<file path="config.mk">
export PLATFORM = sky130hd
export DESIGN_NAME = da_z1_sequencer
export DESIGN_NICKNAME = d
export VERILOG_FILES = /design/src/rtl/da_z1_sequencer.sv
export SDC_FILE = /design/constraint.sdc
export NUM_CORES = 1
export LEC_CHECK = 0
export CORE_AREA = 3 3 150 152
export CTS_CLUSTER_SIZE = 30
export DETAILED_ROUTE_END_ITERATION = 8
export DIE_AREA = 0 0 153 155
export GPL_ROUTABILITY_DRIVEN = 0
export HOLD_SLACK_MARGIN = 0.12
export PLACE_DENSITY = 0.86
export SLEW_MARGIN = 25
export SYNTH_ARGS = -nofsm -noshare
export SYNTH_HDL_FRONTEND = slang
export SYNTH_SLANG_ARGS = --single-unit
</file>
<file path="constraint.sdc">
create_clock -name clk -period 4.9 [get_ports clk]
set_input_delay 0.49 -clock clk [delete_from_list [all_inputs] [get_ports clk]]
set_output_delay 0.49 -clock clk [all_outputs]
set_load 0.1 [all_outputs]
</file>
<file path="src/rtl/da_z1_sequencer.sv">
// Bit-serial distributed-arithmetic controller for the Z1 row of the 8-point DCT.
// Walks the four odd-difference samples MSB-first against an offset-binary coefficient ROM.
module da_z1_sequencer #(
    parameter int DATA_W = 16,
    parameter int COEF_W = 16,
    parameter int ACC_W  = 36
) (
    input  logic                     clk,
    input  logic                     rst_n,
    input  logic                     in_valid,
    output logic                     in_ready,
    input  logic signed [DATA_W-1:0] x0,
    input  logic signed [DATA_W-1:0] x1,
    input  logic signed [DATA_W-1:0] x2,
    input  logic signed [DATA_W-1:0] x3,
    output logic                     rom_cs,
    output logic [2:0]               rom_addr,
    input  logic signed [COEF_W-1:0] rom_data,
    output logic                     out_valid,
    input  logic                     out_ready,
    output logic signed [ACC_W-1:0]  z1
);

    localparam int JW = $clog2(DATA_W);
    localparam logic [JW-1:0] J_TOP = JW'(DATA_W - 1);

    typedef enum logic [1:0] {
        IDLE   = 2'd0,
        SHIFT  = 2'd1,
        OFFSET = 2'd2,
        DONE   = 2'd3
    } state_t;

    state_t                   state_r, state_nxt_s;
    logic [DATA_W-1:0]        sr0_r, sr1_r, sr2_r, sr3_r;
    logic [JW-1:0]            j_r;
    logic signed [ACC_W-1:0]  acc_r, z1_r;
    logic                     in_ready_r, out_valid_r, rom_cs_r;
    logic [2:0]               rom_addr_r;
    logic                     rom_cs_nxt_s, in_ready_nxt_s, out_valid_nxt_s;
    logic [2:0]               rom_addr_nxt_s;
    logic                     accept_s, last_s;
    logic signed [ACC_W-1:0]  rom_ext_s, g_s, term_s, acc_shift_s, acc_offset_s;

    // Bit 0 selects the mirrored half of the ROM, which is stored only for b0=0.
    function automatic logic [2:0] addr_f(input logic b0, input logic b1,
                                          input logic b2, input logic b3);
        logic [2:0] a;
        a = {b1, b2, b3};
        return b0 ? ~a : a;
    endfunction

    assign accept_s = (state_r == IDLE) && in_valid;
    assign last_s   = (j_r == {JW{1'b0}});

    assign rom_ext_s    = {{(ACC_W-COEF_W){rom_data[COEF_W-1]}}, rom_data};
    assign g_s          = sr0_r[DATA_W-1] ? -rom_ext_s : rom_ext_s;
    assign term_s       = (j_r == J_TOP) ? g_s : -g_s;
    assign acc_shift_s  = (acc_r <<< 1) + term_s;
    assign acc_offset_s = acc_r - rom_ext_s;

    // State register.
    always_ff @(posedge clk or negedge rst_n) begin
        if (!rst_n) begin
            state_r <= IDLE;
        end else begin
            state_r <= state_nxt_s;
        end
    end

    // Next-state logic.
    always_comb begin
        state_nxt_s = state_r;
        case (state_r)
            IDLE:    state_nxt_s = accept_s ? SHIFT : IDLE;
            SHIFT:   state_nxt_s = last_s ? OFFSET : SHIFT;
            OFFSET:  state_nxt_s = DONE;
            DONE:    state_nxt_s = out_ready ? IDLE : DONE;
            default: state_nxt_s = IDLE;
        endcase
    end

    // Next values of the registered outputs; the ROM address leads the data it selects by one edge.
    always_comb begin
        rom_cs_nxt_s    = 1'b0;
        rom_addr_nxt_s  = 3'b000;
        in_ready_nxt_s  = (state_nxt_s == IDLE);
        out_valid_nxt_s = (state_nxt_s == DONE);
        case (state_nxt_s)
            SHIFT: begin
                rom_cs_nxt_s = 1'b1;
                if (state_r == IDLE) begin
                    rom_addr_nxt_s = addr_f(x0[DATA_W-1], x1[DATA_W-1],
                                            x2[DATA_W-1], x3[DATA_W-1]);
                end else begin
                    rom_addr_nxt_s = addr_f(sr0_r[DATA_W-2], sr1_r[DATA_W-2],
                                            sr2_r[DATA_W-2], sr3_r[DATA_W-2]);
                end
            end
            OFFSET: begin
                rom_cs_nxt_s   = 1'b1;
                rom_addr_nxt_s = 3'b000;
            end
            default: begin
                rom_cs_nxt_s   = 1'b0;
                rom_addr_nxt_s = 3'b000;
            end
        endcase
    end

    // Output registers.
    always_ff @(posedge clk or negedge rst_n) begin
        if (!rst_n) begin
            in_ready_r  <= 1'b1;
            out_valid_r <= 1'b0;
            rom_cs_r    <= 1'b0;
            rom_addr_r  <= 3'b000;
        end else begin
            in_ready_r  <= in_ready_nxt_s;
            out_valid_r <= out_valid_nxt_s;
            rom_cs_r    <= rom_cs_nxt_s;
            rom_addr_r  <= rom_addr_nxt_s;
        end
    end

    // Shift registers, bit counter and accumulator.
    always_ff @(posedge clk or negedge rst_n) begin
        if (!rst_n) begin
            sr0_r <= {DATA_W{1'b0}};
            sr1_r <= {DATA_W{1'b0}};
            sr2_r <= {DATA_W{1'b0}};
            sr3_r <= {DATA_W{1'b0}};
            j_r   <= {JW{1'b0}};
            acc_r <= {ACC_W{1'b0}};
            z1_r  <= {ACC_W{1'b0}};
        end else begin
            case (state_r)
                IDLE: begin
                    if (accept_s) begin
                        sr0_r <= x0;
                        sr1_r <= x1;
                        sr2_r <= x2;
                        sr3_r <= x3;
                        j_r   <= J_TOP;
                        acc_r <= {ACC_W{1'b0}};
                    end
                end
                SHIFT: begin
                    sr0_r <= sr0_r << 1;
                    sr1_r <= sr1_r << 1;
                    sr2_r <= sr2_r << 1;
                    sr3_r <= sr3_r << 1;
                    j_r   <= j_r - JW'(1);
                    acc_r <= acc_shift_s;
                end
                OFFSET: begin
                    acc_r <= acc_offset_s;
                    z1_r  <= acc_offset_s;
                end
                default: begin
                    acc_r <= acc_r;
                end
            endcase
        end
    end

    assign in_ready  = in_ready_r;
    assign out_valid = out_valid_r;
    assign rom_cs    = rom_cs_r;
    assign rom_addr  = rom_addr_r;
    assign z1        = z1_r;

endmodule

</file>
==> reports/results.ini <==
[timing]
drv_slew=0
min_period_ns=5.06
max_freq_ghz=0.198
relSlewSlack_pct=29.4
finalHoldViolCount=0
worst_pin_slew_ns=1.06
finClkSkew_ns=0.0163
fin_hold_ws_ns=0.137
finalWorstSetupSlack_ns=-0.158
rsz0062_at_grt=yes
setup_viol=8
finalCritPeriodShare_pct=103

[cts]
htreeDepth=4
cts.sinks=145
cts-buffers-inserted=17
path_clk_slew_ns=0.07
postCtsHoldBufs=0
cts_root_buf=clkbuf_16
cts_tree=yes
clkLatencyLatePin_ns=0.44
clockBufferDepth=2

[die]
initial_core_util_pct=51.8
placementRows=53
core-area_sq_um=21200
ios=126
design.die.area_sq_um=23700
die_w_microns=153
fp.dieH_microns=155

[power]
pwr-share-comb_pct=71.6
p_sw_mw=5.97
power_frac_seq_pct=16.6
p_leak_nw=6.81
switching_share_pct=49.5
p_int_mw=6.10
power_density_nw_per_um2=813
clockPowerShare_pct=11.8
p_total_mw=12.1
vdd_drop_max_v=0.000382

[global_routing]
first_global_vias=11300
grt_pass1_wl_microns=55500
grt_max_degree=95
grt-ovfl-total=0
antenna_found_initial=1
grt_usage_pct=28.1

[status]
violations=negative setup slack
run_status=finished, violations left

[setup_path]
start_kind=input port
end_kind=flip-flop
crit_fanout=6
required_ns=5.22
crit_arrival_ns=5.38
cpPeakStageDelay_ns=0.50
worstSetupPathType=in -> reg
slowest_stage=or4_4

[drt]
postRouteAntennaNets=0
drtPass1Iterations=8
wirelength_microns=36400
wire_per_inst_microns=19.7
wl_met2_microns=16800
vias=11800
drc=0
routed.top_layer=met4
viasPerCell=6.35
drt_iter0_drc=1297
met1Wirelength_microns=14100
dr_wl_met3_microns=3920

[logic_synthesis]
synth-main-ff-cell=dfrtp_1
synth_warnings=0
postSynthAreaPerCell_sq_um=8.58
synth_edf_count=0
ys_async_sr_fraction_pct=100
synthTopCellsByCount=o21ai_0, dfrtp_1, a22oi_1, nand2_1, a21oi_1
synth_top_cell_area_share_pct=32.9
synth.area.top_cells=dfrtp_1, ha_1, a22oi_1, o21ai_0, xnor2_1
syn_area_sq_um=11000
synth.distinct_cells=73
yosys.cell_count.top_type=o21ai_0
yosysTopAreaCell=dfrtp_1
syn_nets=1446
synth.ff_latch_count=145
ys_seq_area_share_pct=33.1
netlist_instances=1278

[min_path]
worst_hold_path_type=in -> async

[run]
maxCapViolations=0

[finish]
stdcell_count=1850
layout-drive-gt1-share_pct=21.4
final_area_sq_um=14800
fin_nets=1730
area_growth_pct=35.3

[placement]
placedCellCount=1791
placedInstanceArea_sq_um=13800
dp_hpwl_microns=23600
dpl_worst_slack_ns=-1.27
port_buffers=125

-- cell families after synthesis --
| group | count (synthesis) | share of synthesized area, % |
|---|---|---|
| XOR/XNOR | 98 | 7.83 |
| AND/OR/NAND/NOR | 269 | 11.4 |
| AO/OA/AOI/OAI | 515 | 30.3 |
| buffers and inverters | 138 | 4.83 |
| multiplexers | 29 | 2.90 |
| flip-flops | 145 | 33.1 |
| adder cells (fa/ha/maj) | 84 | 9.72 |
-- cell usage in the layout, fill, tap and decap left out, types with 12 or more instances in the layout --
| cell type | Yosys | layout |
|---|---|---|
| o21ai_0 | 153 | 143 |
| mux2_2 | 22 | 22 |
| xor2_1 | 22 | 22 |
| dfrtp_1 | 144 | 144 |
| buf_4 | 0 | 200 |
| a21o_1 | 28 | 28 |
| a21oi_1 | 88 | 75 |
| xnor2_1 | 76 | 75 |
| inv_1 | 70 | 66 |
| a31oi_1 | 15 | 14 |
| ha_1 | 82 | 77 |
| a22oi_1 | 131 | 131 |
| clkdlybuf4s50_1 | 0 | 115 |
| nor2_1 | 61 | 58 |
| nand2_1 | 114 | 109 |
| a211oi_1 | 16 | 13 |
| clkbuf_16 | 0 | 17 |
| nand3_1 | 15 | 15 |
| a21oi_2 | 0 | 12 |
-- cell type report --
cell class	count	area [sq um]
Fill cell	1458	6320
Tap cell	275	344
Clock buffer	17	425
Multi-Input combinational cell	995	7130
Sequential cell	145	3630
Timing Repair Buffer	333	2840
Inverter	70	269
Antenna cell	1	2.50
Clock inverter	14	194
-- layer usage --
metal  global-route usage (%)  vias to the layer above
met2                     46.0                      759
met4                     11.8                        0
li1                         -                     5289
met1                     35.3                     5562
met5                        0                        -
met3                     7.54                      144
-- final timing paths --
| check | startpoint | endpoint | slack (ns) | cells after the start |
|---|---|---|---|---|
| max in group asynchronous | rst_n | sr2_r[5] | 3.50 | 2 |
| min in group clk | z1[0] | z1[0] | 0.49 | 1 |
| min | rst_n | z1[9] | 0.14 | 1 |
| max | rom_data[7] | acc_r[34] | -0.16 | 27 |
| max reg2reg | sr0_r[15] | acc_r[34] | -0.01 | 26 |
| min reg2reg | z1[0] | z1[0] | 0.49 | 1 |
-- flip-flops by register name, indices dropped and copies added, names as in the netlist, 2 cells and up --
name / cells
sr0_r: 16
rom_addr: 3
state_r: 2
z1: 36
sr3_r: 15
sr1_r: 15
acc_r: 36
j_r: 4
sr2_r: 15
-- worst max-delay path: cells and delay by family --
kind            cells  cell delay, ns
compound gates     10            2.00
simple gates        9            1.52
buf+inv             5            0.71
fa+ha+maj           2            0.53
xor+xnor            1            0.08
-- power by group through the flow --
| stage | clock [mW] | combinational [mW] | sequential (mW) |
|---|---|---|---|
| after floorplan | 0 | 4.37 | 2.84 |
| after global placement | 0 | 7.54 | 1.99 |
| after detailed placement | 0 | 7.80 | 2.01 |
| after CTS | 1.42 | 7.99 | 1.99 |
| after global routing | 1.47 | 9.22 | 2.06 |
| final | 1.42 | 8.64 | 2.00 |
-- through the flow --
step | utilization [%] | setup TNS (ns)
after floorplan | - | -2.45
after global placement | 65.1 | -14.80
after detailed placement | 65.1 | -18.22
after CTS | 68.7 | 0
after global routing | 70.1 | -3.68
final | 70.1 | -0.384
-- what timing repair did --
item,CTS,global route
endpoints found under the setup margin,18,18
cloned,0,0
setup buffers,15,15
endpoints found under the hold margin,0,0
pin swaps,26,26
gates resized for setup,31,53
(Power assumes the default switching activity.)
